### config.mk
export PLATFORM = sky130hd
export DESIGN_NAME = uart_tx_arbiter
export DESIGN_NICKNAME = d
export VERILOG_FILES = /design/src/rtl/uart_tx_arbiter_pkg.sv /design/src/rtl/uart_tx_arbiter_rr_priority_pick.sv /design/src/rtl/uart_tx_arbiter.sv
export SDC_FILE = /design/constraint.sdc
export NUM_CORES = 1
export LEC_CHECK = 0
export CAP_MARGIN = 10
export CORE_UTILIZATION = 35
export DETAILED_ROUTE_END_ITERATION = 10
export GPL_TIMING_DRIVEN = 0
export HOLD_SLACK_MARGIN = 0.12
export PLACE_DENSITY = 0.73
export SETUP_SLACK_MARGIN = 0.05
export SLEW_MARGIN = 20
export SYNTH_ARGS = -nofsm -noshare
export SYNTH_HDL_FRONTEND = slang
export SYNTH_SLANG_ARGS = --single-unit
### constraint.sdc
create_clock -name CLK -period 3.1 [get_ports CLK]
set_input_delay 0.465 -clock CLK [delete_from_list [all_inputs] [get_ports CLK]]
set_output_delay 0.465 -clock CLK [all_outputs]
set_load 0.05 [all_outputs]
### src/rtl/uart_tx_arbiter_pkg.sv
// Shared definitions for the UART transmit arbiter.
//   - FSM state encodings (plain localparam constants)
//   - grant_id_width(): width of a requester index for a given requester count
package uart_tx_arbiter_pkg;

    localparam logic [2:0] ST_IDLE      = 3'd0;
    localparam logic [2:0] ST_GRANT     = 3'd1;
    localparam logic [2:0] ST_LAUNCH    = 3'd2;
    localparam logic [2:0] ST_WAIT_BUSY = 3'd3;
    localparam logic [2:0] ST_WAIT_DONE = 3'd4;

    localparam int DEFAULT_NUM_REQ = 4;

    function automatic int grant_id_width(input int n);
        return (n > 1) ? $clog2(n) : 1;
    endfunction

    localparam int DEFAULT_ID_W = grant_id_width(DEFAULT_NUM_REQ);

endpackage

### src/rtl/uart_tx_arbiter_rr_priority_pick.sv
// Combinational round-robin pick.
//   req       : request vector, one bit per requester
//   ptr       : index that has highest priority this round (must be < NUM_REQ)
//   winner    : first requester at or above ptr (wrapping) with its bit set
//   any_valid : at least one request bit is set
module rr_priority_pick
    import uart_tx_arbiter_pkg::*;
#(
    parameter int NUM_REQ = 4,
    localparam int ID_W   = grant_id_width(NUM_REQ)
) (
    input  logic [NUM_REQ-1:0] req,
    input  logic [ID_W-1:0]    ptr,
    output logic [ID_W-1:0]    winner,
    output logic               any_valid
);

    always_comb begin
        logic found;
        int   idx;
        winner = '0;
        found  = 1'b0;
        idx    = 0;
        for (int k = 0; k < NUM_REQ; k++) begin
            // Modulo by subtraction keeps this valid for non-power-of-two counts.
            idx = int'(ptr) + k;
            if (idx >= NUM_REQ) begin
                idx = idx - NUM_REQ;
            end
            if (!found && req[idx]) begin
                winner = ID_W'(idx);
                found  = 1'b1;
            end
        end
    end

    assign any_valid = |req;

endmodule

### src/rtl/uart_tx_arbiter.sv
// Round-robin arbiter sharing one UART transmitter among NUM_REQ byte producers.
//
//   state      | meaning
//   -----------+-------------------------------------------------------------
//   IDLE       | nothing in flight; waits for a request with the Tx not busy
//   GRANT      | pick winner, ack it, latch its byte, advance the pointer
//   LAUNCH     | one-cycle Tx_Data_Valid pulse, timeout counter cleared
//   WAIT_BUSY  | waiting for Tx_Busy to rise; Err_Timeout after TIMEOUT cycles
//   WAIT_DONE  | frame on the wire; on Tx_Busy low go to GRANT or IDLE
//
// Ports:
//   CLK, RST       clock, asynchronous active-high reset
//   Req_Valid      per-requester byte pending (held until acked)
//   Req_Data       packed bytes, requester i at [i*DATA_WIDTH +: DATA_WIDTH]
//   Req_Ack        one-hot single-cycle accept pulse (during GRANT)
//   Tx_P_Data      registered byte, stable from GRANT to the next GRANT
//   Tx_Data_Valid  single-cycle launch pulse (during LAUNCH)
//   Tx_Busy        transmitter busy flag
//   Grant_Id       index of the current or last granted requester
//   Active         high whenever the FSM is not IDLE
//   Err_Timeout    single-cycle pulse when Tx_Busy never rose after a launch
module uart_tx_arbiter
    import uart_tx_arbiter_pkg::*;
#(
    parameter int DATA_WIDTH = 8,
    parameter int NUM_REQ    = 4,
    parameter int TIMEOUT    = 4,
    localparam int ID_W      = grant_id_width(NUM_REQ)
) (
    input  logic                          CLK,
    input  logic                          RST,
    input  logic [NUM_REQ-1:0]            Req_Valid,
    input  logic [NUM_REQ*DATA_WIDTH-1:0] Req_Data,
    output logic [NUM_REQ-1:0]            Req_Ack,
    output logic [DATA_WIDTH-1:0]         Tx_P_Data,
    output logic                          Tx_Data_Valid,
    input  logic                          Tx_Busy,
    output logic [ID_W-1:0]               Grant_Id,
    output logic                          Active,
    output logic                          Err_Timeout
);

    localparam int CNT_W = $clog2(TIMEOUT + 1);
    localparam logic [CNT_W-1:0] CNT_LAST = CNT_W'(TIMEOUT - 1);
    localparam logic [ID_W-1:0]  PTR_LAST = ID_W'(NUM_REQ - 1);

    logic [2:0]       state;
    logic [ID_W-1:0]  rr_ptr;
    logic [CNT_W-1:0] to_cnt;
    logic [ID_W-1:0]  winner;
    logic             any_valid;
    logic             to_expire;

    rr_priority_pick #(
        .NUM_REQ (NUM_REQ)
    ) u_pick (
        .req       (Req_Valid),
        .ptr       (rr_ptr),
        .winner    (winner),
        .any_valid (any_valid)
    );

    // The Nth consecutive non-busy cycle in WAIT_BUSY is the expiry cycle.
    assign to_expire = (state == ST_WAIT_BUSY) && !Tx_Busy && (to_cnt == CNT_LAST);

    always_ff @(posedge CLK or posedge RST) begin
        if (RST) begin
            state     <= ST_IDLE;
            rr_ptr    <= '0;
            to_cnt    <= '0;
            Tx_P_Data <= '0;
            Grant_Id  <= '0;
        end else begin
            case (state)
                ST_IDLE: begin
                    if (any_valid && !Tx_Busy) begin
                        state <= ST_GRANT;
                    end
                end
                ST_GRANT: begin
                    // A requester may withdraw between IDLE and GRANT; no ack then.
                    if (any_valid) begin
                        Tx_P_Data <= Req_Data[int'(winner)*DATA_WIDTH +: DATA_WIDTH];
                        Grant_Id  <= winner;
                        rr_ptr    <= (winner == PTR_LAST) ? '0 : winner + ID_W'(1);
                        state     <= ST_LAUNCH;
                    end else begin
                        state <= ST_IDLE;
                    end
                end
                ST_LAUNCH: begin
                    to_cnt <= '0;
                    state  <= ST_WAIT_BUSY;
                end
                ST_WAIT_BUSY: begin
                    if (Tx_Busy) begin
                        state <= ST_WAIT_DONE;
                    end else begin
                        to_cnt <= to_cnt + CNT_W'(1);
                        if (to_expire) begin
                            state <= ST_IDLE;
                        end
                    end
                end
                ST_WAIT_DONE: begin
                    if (!Tx_Busy) begin
                        state <= any_valid ? ST_GRANT : ST_IDLE;
                    end
                end
                default: state <= ST_IDLE;
            endcase
        end
    end

    // Ack and launch are decoded from distinct states, so they never overlap.
    always_comb begin
        Req_Ack = '0;
        if ((state == ST_GRANT) && any_valid) begin
            Req_Ack[winner] = 1'b1;
        end
    end

    assign Tx_Data_Valid = (state == ST_LAUNCH);
    assign Err_Timeout   = to_expire;
    assign Active        = (state != ST_IDLE);

endmodule
==> results of run 1 <==
layout make-up:
cell class                 instances  area [µm²]  area share, %
sequential                        18         450           24.8
timing repair buffer              57         582           32.0
multi-input combinational         80         622           34.2
tap                               44        55.1           3.03
clock buffer                       4        36.3           2.00
buffer                             6        53.8           2.96
inverter                           5        18.8           1.03
layout by cell type (no fill, tap or decap), types with 2 or more instances in the layout:
cell type and instances:
and2_1 2, inv_1 5, a21oi_1 5, nor2_1 6, clkbuf_4 3, o21ai_0 5
buf_4 2, buf_6 2, nor2b_1 2, a22o_1 11, nand2_1 9, clkdlybuf4s50_1 51
mux2_2 8, dfrtp_1 18, clkdlybuf4s15_2 3, a221o_1 8, ha_1 3, nand2b_1 2
report_power, final:
part	total, mW	leakage (nW)	switching, mW	internal, mW
Clock	0.151	0.0210	0.0788	0.0718
Combinational	1.15	0.517	0.651	0.497
Sequential	0.425	0.226	0.0782	0.346
logic make-up after synthesis:
kind of cell,count (synthesis)
AOI/OAI and AO/OA,37
and+or+nand+nor,31
DFF,18
buffers and inverters,11
muxes,9
adders and majority gates,3
state kept, by name (all words and copies together), names as in the netlist:
| signal | cells |
|---|---|
| Tx_P_Data | 8 |
| state | 3 |
| to_cnt | 3 |
| Grant_Id | 2 |
| rr_ptr | 2 |
per-stage QoR:
stage | TNS [ns] | power, mW | hold slack, ns | area, µm²
CTS | 0 | 1.71 | 0.507 | 1780
detailed placement | -1.46 | 1.55 | 0.475 | 1740
floorplan | 0 | 1.21 | 0.404 | 1130
global placement | -1.33 | 1.52 | 0.481 | 1740
global route | -0.0192 | 1.84 | 0.535 | 1820
finish | 0 | 1.72 | 0.501 | 1820
worst max-delay path, cell delays in order:
cell             delay, ns
clkdlybuf4s50_1       0.60
nor4_2                0.12
or4b_1                0.49
buf_6                 0.16
nor3_4                0.21
buf_12                0.15
clkdlybuf4s15_2       0.36
what timing repair did:
item | 4_1_cts | 5_1_grt
gates resized for setup | 12 | 3
hold buffers | 0 | 0
buffers inserted | 0 | 2
endpoints found under the setup margin | 4 | 3
pin swaps | 0 | 2
per-layer routing:
metal	vias to the layer above	track usage, %
met1	543	24.8
met2	34	33.6
li1	539	-
met3	7	1.98
met4	0	11.2
met5	-	0
path summary, 6_finish.rpt:
path | slack, ns | start | cells past startpoint | to
min in group asynchronous | 0.54 | RST | 2 | to_cnt[2]
max in group asynchronous | 2.15 | RST | 2 | rr_ptr[1]
min reg2reg | 0.50 | Grant_Id[1] | 1 | Grant_Id[1]
max reg2reg | 0.92 | rr_ptr[1] | 7 | Tx_P_Data[7]
min | 0.50 | Grant_Id[1] | 1 | Grant_Id[1]
max | 0.06 | Req_Valid[0] | 7 | Req_Ack[0]
==> reports/qor.yml, run 1 <==
outcome: "finished clean"
drt-met1-wl_um: 1280
rsz0062_at_grt: "yes"
synth_top_family_by_area: "compound AO/OA/AOI/OAI gates"
dieArea_um2: 3470
yosysMostFrequentCell: "dfrtp_1"
fin_skew_ns: 0.00101
synthAdderAreaFrac_pct: 3.31
fin_ws_ns: 0.0609
grt_first_pass_wirelength_um: 5050
path_clk_slew_ns: 0.11
clock_path_buffers: 2
place_congestion: 0.789
period_share_pct: 98.0
min-delay-path-class: "reg -> reg"
clock-sinks: 18
dpl.cell_count: 208
grt_util_all_layers_pct: 19.9
synth.area.top_cells: "dfrtp_1 40%, a22o_1 8.5%, mux2_2 7.9%"
synth_top_area_cell: "dfrtp_1"
die_h_um: 58.9
antenna_cells: 0
num-nets-final: 213
drt-total-wl_um: 3310
fmax_mhz: 329
synth-edff-count: 0
required_ns: 2.63
num_vias: 1123
grt_pass1_vias: 1046
routedWlPerCell_um: 15.4
first_pass_iters: 4
yosysSeqAreaShare_pct: 39.7
critPathMaxFanout: 8
top_level_ports: 56
area_growth_pct: 60.2
place_ws_ns: -0.435
drv_slew: 0
synth_xor_area_share_pct: 0
initial_core_util_pct: 37.2
leakagePower_nw: 0.764
ir_drop_mv: 0.389
hpwl_um: 2500
hold_viol: 0
end_kind: "output pin"
postSynth.asyncResetShare_pct: 100
drt_iter0_markers: 51
syn-cell-area_um2: 1130
cts_buffers: 3
core_um2: 3050
muxShareOfSynthArea_pct: 8.82
fin_crit_ns: 3.04
wl_met2_um: 1800
clock_latency_ns: 0.30
cellPowerDensity_nw_per_um2: 948
worstMarginPinSlew_ns: 0.657
antenna_left: 0
worst_ep_arrival_time_ns: 2.57
top_layer_used: "met4"
grt_remaining_overflow: 0
rows: 20
dr_wl_met3_um: 147
slew_headroom_pct: 56.2
dieWidth_um: 58.9
port_buffers: 55
fin_cells: 214
grt_max_degree: 19
drv_cap: 0
synth_compound_area_share_pct: 25.9
antenna_found_initial: 0
n_fill_cell: 276
ys_seq_elements: 18
syn_area_per_cell_um2: 10.4
drive_above_1_share_pct: 17.6
cts_tree: "built"
synth-simple-area-share_pct: 16.2
fin_util_pct: 59.5
cts-root-buf: "clkbuf_4"
vias_per_cell: 5.25
synth_cells: 109
dominantRegCellSynth: "dfrtp_1"
yosys.cell_types.count: 37
synth_commonest_cells: "18 x dfrtp_1, 11 x a22o_1, 9 x nand2_1"
drc: 0
syn_nets: 151
worstSetupPathType: "in -> out"
cts-htree-levels: 1
synth_top_area_share_pct: 39.7
critPathLaunchType: "input port"
synth_warnings: 0
setup_viol_count_final: 0
Note: power is estimated with default switching activity, not from simulation.
==> inputs of run 2 (changes only) <==
--- a/config.mk
+++ b/config.mk
@@ -10,7 +10,7 @@
 export DETAILED_ROUTE_END_ITERATION = 10
 export GPL_TIMING_DRIVEN = 0
 export HOLD_SLACK_MARGIN = 0.12
-export PLACE_DENSITY = 0.73
+export PLACE_DENSITY = 0.67
 export SETUP_SLACK_MARGIN = 0.05
 export SLEW_MARGIN = 20
 export SYNTH_ARGS = -nofsm -noshare
==> run 2 against run 1 <==
  * Die area unchanged
  * Total power decreased by 3.0%
  * Register-to-register slack improved by 0.07 ns
  * Critical path depth decreased by 1
  * Largest power group unchanged
==> reports/qor.yml, run 2 (synthesized netlist as in run 1, its figures left out) <==
num_vias: 1111
hold-worst-slack_ns: 0.498
drt_iter0_markers: 90
top_level_ports: 56
hold_viol: 0
drive_above_1_share_pct: 17.6
top_register: "Tx_P_Data"
hpwl_um: 2310
leakagePower_nw: 0.763
worstMarginPinSlew_ns: 0.722
worst_ep_arrival_time_ns: 2.43
fin_crit_ns: 2.90
rsz0062_at_grt: "no"
drv_cap: 0
finalInstanceArea_um2: 1780
hold_path_depth: 1
placed_area_um2: 1740
ir_drop_mv: 0.432
n_fill_cell: 275
total_power_mw: 1.67
cts-htree-levels: 1
core_um2: 3050
cellPowerDensity_nw_per_um2: 938
slew_headroom_pct: 51.8
drv_slew: 0
path_clk_slew_ns: 0.10
critPathMaxFanout: 7
worstSetupPathType: "in -> out"
setup_viol_count_final: 0
area_growth_pct: 57.1
first_pass_iters: 4
reg2reg_depth: 7
rows: 20
drt-total-wl_um: 3070
clock-sinks: 18
routedWlPerCell_um: 14.3
ctsHoldBuffers: 0
vias_per_cell: 5.19
dieWidth_um: 58.9
antenna_found_initial: 0
period_share_pct: 93.5
num-nets-final: 214
dieArea_um2: 3470
cts-root-buf: "clkbuf_4"
largest_register_ffs: 8
rrSetupSlack_ns: 0.99
top_regs: "Tx_P_Data x8, state x3, to_cnt x3"
initial_core_util_pct: 37.2
fin_skew_ns: 0.00603
die_h_um: 58.9
critPathLaunchType: "input port"
final_cell_mix: "51 x clkdlybuf4s50_1, 18 x dfrtp_1, 11 x a22o_1"
clock_path_buffers: 2
required_ns: 2.63
min-delay-path-class: "reg -> reg"
end_kind: "output pin"
place_congestion: 0.741
grt_pass1_vias: 1029
cts_buffers: 3
cts_tree: "built"
grt_first_pass_wirelength_um: 4800
fmax_mhz: 345
grt_max_degree: 19
outcome: "finished clean"
final_common_cell: "clkdlybuf4s50_1"
drc: 0
clock_latency_ns: 0.29
antenna_cells: 0
grt_remaining_overflow: 0
antenna_left: 0
port_buffers: 55
grt_util_all_layers_pct: 18.4
==> run 2: changes by cell type in the layout (fill, tap and decap cells not counted), sizes merged <==
cell and delta:
buf +2, clkdlybuf4s15 -3, clkbuf +1
==> run 2: per-layer routing <==
layer	share of wire (%)	wire length, µm	track usage [%]
met1	45	1370	26.0
met5	0	0	0
met4	1.2	36	6.12
met2	51	1570	29.4
met3	3.1	96	1.76
==> run 2: timing repair <==
action / 4_1_cts / 5_1_grt
pin swaps: 0 / 2
buffers inserted: 0 / 3
setup endpoints to repair: 4 / 4
resized for setup: 14 / 6
==> run 2: path summary, 6_finish.rpt <==
check | startpoint | end
setup / recovery | Req_Valid[0] | Req_Ack[0]
hold / removal | Grant_Id[1] | Grant_Id[1]
setup reg to reg | rr_ptr[1] | Tx_P_Data[7]
hold reg to reg | Grant_Id[1] | Grant_Id[1]
max in group asynchronous | RST | Grant_Id[0]
min in group asynchronous | RST | Tx_P_Data[2]
==> run 2: cell type report <==
| cell class | count | area (µm²) | area share (%) |
|---|---|---|---|
| Tap cell | 44 | 55.1 | 3.09 |
| Timing Repair Buffer | 58 | 561 | 31.4 |
| Buffer | 6 | 53.8 | 3.02 |
| Multi-Input combinational cell | 80 | 622 | 34.9 |
| Sequential cell | 18 | 450 | 25.3 |
| Inverter | 5 | 18.8 | 1.05 |
| Clock buffer | 3 | 22.5 | 1.26 |
==> run 2: critical path, stage by stage <==
cell	delay (ns)
clkdlybuf4s50_1	0.61
nor4_2	0.12
or4b_1	0.50
buf_6	0.16
nor3_4	0.27
clkbuf_4	0.30
==> run 2: through the flow <==
stage	utilization, %	cells	setup WS (ns)	TNS, ns
after CTS	57.9	211	0.0575	0
final	58.4	214	0.200	0
after global routing	58.4	214	0.0508	0
after global placement	57.0	208	-0.444	-1.45
after detailed placement	57.0	208	-0.446	-1.45
after floorplan	-	109	0.675	0
==> run 2: report_power, final <==
part	switching, mW	leakage [nW]	internal (mW)	total [mW]
sequential	0.0764	0.226	0.347	0.423
clock	0.0728	0.0138	0.0451	0.118
combinational	0.644	0.523	0.487	1.13
total	0.793	0.763	0.879	1.67
==> inputs of run 3 (changes only) <==
--- a/config.mk
+++ b/config.mk
@@ -8,7 +8,6 @@
 export CAP_MARGIN = 10
 export CORE_UTILIZATION = 35
 export DETAILED_ROUTE_END_ITERATION = 10
-export GPL_TIMING_DRIVEN = 0
 export HOLD_SLACK_MARGIN = 0.12
 export PLACE_DENSITY = 0.67
 export SETUP_SLACK_MARGIN = 0.05
==> run 3 against run 2 <==
  * Combinational power barely moved
  * Die area did not move
  * Critical path type unchanged
  * Setup slack improved by 0.045 ns
  * Worst hold slack improved by 0.015 ns
  * Sequential share of layout area fell by 0.50 points
  * Routed wire length rose by 3.7%
  * Sequential power rose by 8.5%
  * Total power rose by 2.2%
  * Cell count fell by 0.47%
  * Maximum frequency rose by 1.6%
  * Global-route usage rose by 1.2 points
  * First-iteration DRC count rose by 4.4%
==> reports/qor.yml, run 3 (synthesized netlist as in run 1, its figures left out) <==
area_growth_pct: 60.3
cp_num_cells: 5
fin_ws_ns: 0.246
worstSetupPathType: "in -> out"
drt_iter0_markers: 94
outcome: "finished clean"
multi_input_area_um2: 616
timing.rr.end: "Tx_P_Data[0]"
ir_drop_mv: 0.432
vias_per_cell: 5.27
cts_resized: 0
crit_path_start: "Req_Valid[2]"
worst_ep_arrival_time_ns: 2.39
drv_cap: 0
dieArea_um2: 3470
endpoint: "Req_Ack[1]"
initial_core_util_pct: 37.2
finalInstanceArea_um2: 1820
num-nets-final: 212
top_level_ports: 56
rrSetupSlack_ns: 0.95
min-delay-path-class: "reg -> reg"
slowest_delay_ns: 0.72
cts_tree: "built"
grtUsageMet3_pct: 4.40
place_congestion: 0.737
period_share_pct: 92.1
cts-root-buf: "clkbuf_4"
grt_remaining_overflow: 0
grt_max_degree: 19
r2r_start: "rr_ptr[1]"
setup_tns_ns: 0
reg2reg_depth: 6
required_ns: 2.63
drive_above_1_share_pct: 17.2
largest_register_ffs: 8
use_met1_pct: 27.7
clock_path_buffers: 2
use_met2_pct: 29.1
critPathMaxFanout: 9
worstMarginPinSlew_ns: 0.691
clock_latency_ns: 0.30
drc: 0
grt_util_all_layers_pct: 19.5
port_buffers: 55
ctsHoldBuffers: 0
setup_viol_count_final: 0
n_fill_cell: 280
worst_path_max_delay_cell: "or4b_1"
dieWidth_um: 58.9
antenna_left: 0
num_vias: 1123
drv_slew: 0
path_clk_slew_ns: 0.10
drt-total-wl_um: 3180
fmax_mhz: 350
seq_area_um2: 450
slew_headroom_pct: 53.9
fin_crit_ns: 2.85
gr-max-usage-layer: "met2"
grt_pass1_vias: 1085
clock-sinks: 18
core_um2: 3050
critPathLaunchType: "input port"
fin_skew_ns: 0.00863
place_ws_ns: 0.267
routedWlPerCell_um: 14.9
crit_family: "simple AND/OR/NAND/NOR gates"
antenna_cells: 0
die_h_um: 58.9
final_common_cell: "clkdlybuf4s50_1"
cp_cell_sequence: "clkdlybuf4s50_1 -> nor4_2 -> or4b_1 -> nor2_4 -> buf_12"
cellPowerDensity_nw_per_um2: 939
leakagePower_nw: 0.769
top_regs: "Tx_P_Data x8, state x3, to_cnt x3"
placed_area_um2: 1780
rows: 20
hpwl_um: 2460
total_power_mw: 1.71
grt_first_pass_wirelength_um: 5030
rsz0062_at_grt: "no"
worstPathBufferInverterCount: 2
post_cts_buffers: 0
antenna_found_initial: 0
final_cell_mix: "51 x clkdlybuf4s50_1, 18 x dfrtp_1, 11 x a22o_1"
top_register: "Tx_P_Data"
end_kind: "output pin"
cts_buffers: 3
cts-htree-levels: 1
first_pass_iters: 4
hold_viol: 0
==> run 3: cell count changes in the layout (fill, tap and decap cells not counted) <==
cell / change
buf_12: +4
buf_4: +3
buf_2: -2
buf_6: -2
buf_8: -1
clkbuf_1: -1
clkbuf_2: -1
clkbuf_4: -1
clkbuf_8: +1
clkdlybuf4s18_2: -1
nor4b_1: +1
nor4b_2: -1
==> run 3: how the worst min path moves through the flow <==
| stage | startpoint | end | slack, ns | depth (start not counted) |
|---|---|---|---|---|
| detailed placement | Grant_Id[0] | Grant_Id[0] | 0.49 | 2 |
| CTS | Grant_Id[0] | Grant_Id[0] | 0.51 | 2 |
| floorplan | RST | Grant_Id[0] | 0.40 | 1 |
| global route | Grant_Id[1] | Grant_Id[1] | 0.54 | 1 |
| global placement | Grant_Id[0] | Grant_Id[0] | 0.48 | 2 |
| finish | Grant_Id[0] | Grant_Id[0] | 0.51 | 2 |
==> run 3: final cells by class <==
cell class / count / share of cell area (%)
Clock buffer: 4 / 1.99
Tap cell: 44 / 3.03
Multi-Input combinational cell: 80 / 33.8
Inverter: 5 / 1.03
Sequential cell: 18 / 24.8
Timing Repair Buffer: 62 / 35.4
==> run 3: stage by stage <==
step	instances	util [%]	hold WS, ns
floorplan	109	-	0.404
global placement	209	58.4	0.480
detailed placement	209	58.4	0.486
CTS	213	59.6	0.511
global route	213	59.6	0.541
finish	213	59.6	0.512
==> run 3: worst reg2reg max path, cell delays in order, from the launching register on <==
cell      delay, ns
dfrtp_1        0.50
mux2i_1        0.22
nor2_1         0.07
a311oi_2       0.36
buf_4          0.23
mux2_2         0.34
a221o_1        0.32
==> run 3: where the power goes <==
| part | switching, mW | total (mW) | internal (mW) | leakage [nW] |
|---|---|---|---|---|
| sequential | 0.112 | 0.459 | 0.347 | 0.226 |
| clock | 0.0779 | 0.149 | 0.0716 | 0.0210 |
| combinational | 0.613 | 1.10 | 0.487 | 0.523 |
| total | 0.803 | 1.71 | 0.905 | 0.769 |
==> run 3: per-layer routing <==
metal / part of all wire (%) / vias to the layer above
li1: - / 531
met2: 48 / 39
met3: 4.7 / 4
met4: 1.4 / 0
met5: 0 / -
met1: 46 / 549
